$ cat src/rtl/gray_img_loader_if.sv
`default_nettype none
// ============================================================================
// Module      : gray_img_loader_if
// Description : Pixel stream, image-memory write port and engine handshake
//               of the grayscale frame loader.
// Revision    : 1.0  initial release
// ============================================================================
interface gray_img_loader_if #(
  parameter int ADDR_W = 14,
  parameter int DATA_W = 8
);
  logic              en;
  logic              s_valid;
  logic [DATA_W-1:0] s_data;
  logic              s_last;
  logic              s_ready;
  logic [ADDR_W-1:0] mem_addr;
  logic [DATA_W-1:0] mem_data;
  logic              mem_wen;
  logic              ready;
  logic              busy;
  logic              frame_err;
  logic              frame_done;

  // Loader side.
  modport slave (
    input  en, s_valid, s_data, s_last, busy,
    output s_ready, mem_addr, mem_data, mem_wen, ready, frame_err, frame_done
  );

  // Source / engine side.
  modport master (
    output en, s_valid, s_data, s_last, busy,
    input  s_ready, mem_addr, mem_data, mem_wen, ready, frame_err, frame_done
  );
endinterface
`default_nettype wire

$ cat src/rtl/gray_img_loader.sv
`default_nettype none
// ============================================================================
// Module      : gray_img_loader
// Description : Streams one grayscale frame into the image memory, then hands
//               it to the median-filter engine and waits for its release.
// Revision    : 1.0  initial release
// ============================================================================
module gray_img_loader #(
  parameter int ADDR_W = 14,
  parameter int DATA_W = 8,
  parameter int NPIX   = 16384
) (
  input  logic               clk,
  input  logic               reset,
  gray_img_loader_if.slave   bus
);

  typedef enum logic [1:0] {
    S_IDLE = 2'd0,
    S_LOAD = 2'd1,
    S_HAND = 2'd2,
    S_WAIT = 2'd3
  } state_t;

  localparam logic [ADDR_W-1:0] c_last_addr = ADDR_W'(NPIX - 1);

  state_t            r_state;
  logic [ADDR_W-1:0] r_cnt;
  logic              r_s_ready;
  logic [ADDR_W-1:0] r_mem_addr;
  logic [DATA_W-1:0] r_mem_data;
  logic              r_mem_wen;
  logic              r_ready;
  logic              r_frame_err;
  logic              r_frame_done;

  logic w_accept;

  // s_ready is only ever high in S_LOAD, so an accept implies S_LOAD.
  assign w_accept = bus.s_valid & r_s_ready;

  always_ff @(posedge clk or posedge reset) begin
    if (reset) begin
      r_state      <= S_IDLE;
      r_cnt        <= '0;
      r_s_ready    <= 1'b0;
      r_mem_addr   <= '0;
      r_mem_data   <= '0;
      r_mem_wen    <= 1'b0;
      r_ready      <= 1'b0;
      r_frame_err  <= 1'b0;
      r_frame_done <= 1'b0;
    end else begin
      r_mem_wen    <= 1'b0;
      r_frame_err  <= 1'b0;
      r_frame_done <= 1'b0;

      if (w_accept) begin
        r_mem_wen  <= 1'b1;
        r_mem_addr <= r_cnt;
        r_mem_data <= bus.s_data;
      end

      case (r_state)
        S_IDLE: begin
          if (bus.en) begin
            r_state   <= S_LOAD;
            r_cnt     <= '0;
            r_s_ready <= 1'b1;
          end
        end
        S_LOAD: begin
          if (w_accept) begin
            if (r_cnt == c_last_addr) begin
              // Full frame stored; a missing s_last is flagged but tolerated.
              r_state     <= S_HAND;
              r_s_ready   <= 1'b0;
              r_frame_err <= ~bus.s_last;
            end else if (bus.s_last) begin
              // Short frame: restart the frame at address 0.
              r_frame_err <= 1'b1;
              r_cnt       <= '0;
            end else begin
              r_cnt <= r_cnt + 1'b1;
            end
          end
        end
        S_HAND: begin
          // ready trails the final write by one cycle.
          if (bus.busy) begin
            r_ready <= 1'b0;
            r_state <= S_WAIT;
          end else begin
            r_ready <= 1'b1;
          end
        end
        S_WAIT: begin
          if (!bus.busy) begin
            r_frame_done <= 1'b1;
            r_state      <= S_IDLE;
          end
        end
        default: r_state <= S_IDLE;
      endcase
    end
  end

  assign bus.s_ready    = r_s_ready;
  assign bus.mem_addr   = r_mem_addr;
  assign bus.mem_data   = r_mem_data;
  assign bus.mem_wen    = r_mem_wen;
  assign bus.ready      = r_ready;
  assign bus.frame_err  = r_frame_err;
  assign bus.frame_done = r_frame_done;

endmodule
`default_nettype wire

$ cat src/flat_wrapper.sv
// flat-port wrapper written by rule: the top's interface ports become plain ports
module gray_img_loader_flat 
#(
  parameter int ADDR_W = 14,
  parameter int DATA_W = 8,
  parameter int NPIX   = 16384
)
  (clk, reset, bus_en, bus_s_valid, bus_s_data, bus_s_last, bus_busy, bus_s_ready, bus_mem_addr, bus_mem_data, bus_mem_wen, bus_ready, bus_frame_err, bus_frame_done);
  gray_img_loader_if #(.ADDR_W(ADDR_W), .DATA_W(DATA_W)) bus_i ();
  input  logic clk;
  input  logic reset;
  input wire logic [$bits(bus_i.en)-1:0] bus_en;
  input wire logic [$bits(bus_i.s_valid)-1:0] bus_s_valid;
  input wire logic [$bits(bus_i.s_data)-1:0] bus_s_data;
  input wire logic [$bits(bus_i.s_last)-1:0] bus_s_last;
  input wire logic [$bits(bus_i.busy)-1:0] bus_busy;
  output wire logic [$bits(bus_i.s_ready)-1:0] bus_s_ready;
  output wire logic [$bits(bus_i.mem_addr)-1:0] bus_mem_addr;
  output wire logic [$bits(bus_i.mem_data)-1:0] bus_mem_data;
  output wire logic [$bits(bus_i.mem_wen)-1:0] bus_mem_wen;
  output wire logic [$bits(bus_i.ready)-1:0] bus_ready;
  output wire logic [$bits(bus_i.frame_err)-1:0] bus_frame_err;
  output wire logic [$bits(bus_i.frame_done)-1:0] bus_frame_done;
  assign bus_i.en = bus_en;
  assign bus_i.s_valid = bus_s_valid;
  assign bus_i.s_data = bus_s_data;
  assign bus_i.s_last = bus_s_last;
  assign bus_i.busy = bus_busy;
  assign bus_s_ready = bus_i.s_ready;
  assign bus_mem_addr = bus_i.mem_addr;
  assign bus_mem_data = bus_i.mem_data;
  assign bus_mem_wen = bus_i.mem_wen;
  assign bus_ready = bus_i.ready;
  assign bus_frame_err = bus_i.frame_err;
  assign bus_frame_done = bus_i.frame_done;
  gray_img_loader #(.ADDR_W(ADDR_W), .DATA_W(DATA_W), .NPIX(NPIX)) u_core (.clk(clk), .reset(reset), .bus(bus_i));
endmodule
$ cat config.mk
export PLATFORM = sky130hd
export DESIGN_NAME = gray_img_loader_flat
export DESIGN_NICKNAME = d
export VERILOG_FILES = /design/src/rtl/gray_img_loader_if.sv /design/src/rtl/gray_img_loader.sv /design/src/flat_wrapper.sv
export SDC_FILE = /design/constraint.sdc
export NUM_CORES = 1
export LEC_CHECK = 0
export ABC_AREA = 1
export BUFFER_PORTS_ARGS = -buffer_cell sky130_fd_sc_hd__buf_2
export CORE_MARGIN = 2
export CORE_UTILIZATION = 41
export CTS_CLUSTER_SIZE = 20
export DETAILED_ROUTE_END_ITERATION = 12
export GPL_TIMING_DRIVEN = 0
export PLACE_DENSITY_LB_ADDON = 0.3
export SKIP_CTS_REPAIR_TIMING = 1
export SLEW_MARGIN = 20
export SYNTH_ARGS = -nofsm -noshare
export SYNTH_HDL_FRONTEND = slang
export SYNTH_SLANG_ARGS = --single-unit
$ cat constraint.sdc
create_clock -name clk -period 1.5 [get_ports clk]
set_input_delay 0.3 -clock clk [delete_from_list [all_inputs] [get_ports clk]]
set_output_delay 0.3 -clock clk [all_outputs]
set_load 0.01 [all_outputs]
==> metrics.md <==
| Metric | Value |
|---|---|
| Status | `complete, but fails checks` |
| Failing checks | `hold timing, setup timing` |
| Worst Path Class, Setup | `reg2reg` |
| Rel. slew slack | `71.1%` |
| Seq pwr share | `35.1%` |
| Fin. Hold Viols | `12` |
| Cell area after synthesis | `0.00210 sq mm` |
| Vias in the first global route | `1594` |
| Yosys reg bits | `43` |
| Power after layout | `3820 uW` |
| Async SR Flop Fraction | `100%` |
| Core area | `0.00504 sq mm` |
| Die Y | `75.6 um` |
| TNS Setup | `-351 ps` |
| Psw | `1350 uW` |
| R2R Path Start | `u_core.r_state[1]$_DFFE_PP0P_` |
| Via count | `1875` |
| Gp weighted congestion | `0.852` |
| CTS HTree Levels | `2` |
| Area of the multi-input gates | `0.00107 sq mm` |
| Crit share post-route | `103%` |
| Worst path required time | `1690 ps` |
| Sequential Area | `0.00108 sq mm` |
| Switching Share | `35.4%` |
| NumNets Final | `343` |
| Iteration-0 DRC Markers | `100` |
| Worst-path maximum fanout | `5` |
| Reg clk slew, reported paths | `80 ps` |
| Root Driver | `clkbuf_8` |
| Max Slew Vio Count | `0` |
| Total GRT Usage | `16.7%` |
| R2r worst-path depth | `8` |
| Setup ws final | `-43.4 ps` |
| Post-DP HPWL | `3.16 mm` |
| Largest net degree at the start of global routing | `26` |
| Combinational share of power | `45.4%` |
| CTS tree | `done` |
| Unrepaired setup endpoints after global routing | `yes` |
| Crit path DAT | `1730 ps` |
| Main synth FF type | `dfrtp_1` |
| Max Cap Viol | `0` |
| Int Pwr | `2470 uW` |
| Drt pass-1 iters | `4` |
| CTS Sinks | `43` |
| Routed WL per cell | `12.1 um` |
| Row count | `26` |
| CP Launch Type | `flop` |
| Post-Syn Nets | `278` |
| Clk_lat worst skew | `300 ps` |
| Hold/Removal Path Class | `in2async` |
| Critical path startpoint | `u_core.r_state[1]$_DFFE_PP0P_` |
| CP Capture Type | `flop` |
| EDFF count, synth | `0` |
| Final Util | `56.7%` |
| Synth Warn # | `0` |
| DR DRC count | `0` |
| Initial antenna violation count | `0` |
| # diodes | `0` |
| Most frequent cells in the layout | `nand2_1, buf_2, dfrtp_1, inv_1, o21ai_0` |
| Cts bufs inserted | `5` |
| Worst Skew | `7.56 ps` |
| Area Growth Syn to Fin | `36.0%` |
| Worst slew pin tran | `432 ps` |
| Commonest non-fill, non-tap cell in the layout | `nand2_1` |
| Die W | `75.6 um` |
| Yosys cell types | `25` |
| Leak pwr | `0.00146 uW` |
| Fin Hold WS | `-5.25 ps` |
| IO Pins | `41` |
| Mapped Cells | `259` |
| Share of post-route cells with drive strength above 1 | `36.7%` |
| Final worst path period need | `1540 ps` |
| Number of vias per cell | `4.76` |
| First-pass GRT wire length | `7.24 mm` |
| VDD IR-drop max | `0.868 mV` |
| Final WL | `4.77 mm` |
| Clk network pwr share | `19.5%` |
| Grt total ovfl | `0` |
| Final setup viols | `13` |
| Critical R2R Capture | `u_core.bus.s_ready$_DFFE_PP0P_` |
| Clock Path Buffers | `2` |
| Fillers | `449` |
| Die footprint | `0.00572 sq mm` |
| FF-to-FF setup slack | `-40 ps` |
| Post-route ant nets | `0` |
| Starting Density | `41.7%` |
| Power Density | `1330 mW/mm^2` |
| Seq/Total Area, Yosys | `51.1%` |
| Fmax | `648 MHz` |
| Syn Area/Cell | `8.13 sq um` |
| PortBufs | `40` |
-- stage by stage --
stage	instance area [sq um]	setup slack [ps]	cells
floorplan	2140	-24.6	259
global placement	2420	-406	369
detailed placement	2440	-301	370
CTS	2530	-317	377
global route	2860	-151	394
finish	2860	-43.4	394
-- power by group through the flow --
stage / registers, uW / logic, uW / clock network, uW
global route: 1350 / 1880 / 804
global placement: 1350 / 1000 / 0
CTS: 1330 / 1020 / 765
floorplan: 1370 / 756 / 0
detailed placement: 1350 / 1020 / 0
finish: 1340 / 1730 / 745
-- layer usage --
metal  GRT usage [%]  vias up  part of all wire (%)
met2            26.6       58                    48
met1            22.6      870                    46
li1                -      943                     -
met5               0        -                     0
met4            4.87        0                  0.80
met3            4.37        4                   5.4
-- worst max path at each step --
| stage | endpoint | slack (ps) | cells after the start |
|---|---|---|---|
| 2_1_floorplan | u_core.r_cnt[0]$_DFFE_PP0P_ | -20 | 9 |
| 3_3_place_gp | u_core.bus.ready$_DFFE_PP0P_ | -410 | 2 |
| 3_5_place_dp | u_core.r_cnt[13]$_DFFE_PP0P_ | -300 | 7 |
| 4_1_cts | u_core.r_cnt[13]$_DFFE_PP0P_ | -320 | 7 |
| 5_1_grt | u_core.r_cnt[6]$_DFFE_PP0P_ | -150 | 10 |
| 6_report | u_core.bus.s_ready$_DFFE_PP0P_ | -40 | 8 |
-- Yosys cell counts (2+ instances only) --
master | number | area (sq um)
xor2_1 | 4 | 35.0
nand3_1 | 14 | 70.1
dfrtp_1 | 43 | 1080
ha_1 | 5 | 62.6
nand2_2 | 2 | 12.5
o21ai_2 | 3 | 26.3
o21ai_1 | 2 | 10.0
nor2_1 | 15 | 56.3
inv_1 | 24 | 90.1
nand4_1 | 5 | 31.3
o21ai_0 | 20 | 100
nor2_4 | 2 | 22.5
nor2_2 | 2 | 12.5
clkbuf_1 | 4 | 15.0
nand2_1 | 104 | 390
-- sequential cells by signal, summed over array words and instances (netlist names) --
register	count
u_core.bus.mem_addr	14
u_core.r_cnt	14
u_core.bus.ready	1
u_core.bus.mem_data	8
u_core.bus.frame_done	1
u_core.r_state	2
u_core.bus.frame_err	1
u_core.bus.s_ready	1
u_core.bus.mem_wen	1
-- cells by family (layout without fill, tap and decap cells) --
group / after synthesis / after routing / share of synthesized area (%)
flops: 43 / 43 / 51.1
xor+xnor: 4 / 4 / 1.66
buf+inv: 32 / 97 / 6.78
compound gates: 27 / 27 / 7.13
fa+ha+maj: 5 / 5 / 2.97
simple gates: 148 / 148 / 30.3
-- area by class of cell --
cell class	count	share of cell area, %
Buffer	5	1.05
Clock buffer	6	2.89
Clock inverter	1	0.175
Inverter	26	3.67
Multi-Input combinational cell	184	37.4
Sequential cell	43	37.9
Tap cell	70	3.06
Timing Repair Buffer	59	13.9
-- worst max-delay path: stages, from the launching register on --
cell	delay, ps
dfrtp_1	390
inv_2	80
ha_4	190
inv_4	80
nor2_4	50
nor2_4	250
buf_6	140
nand3_2	50
a22o_1	200
Note: power is estimated with default switching activity, not from simulation.
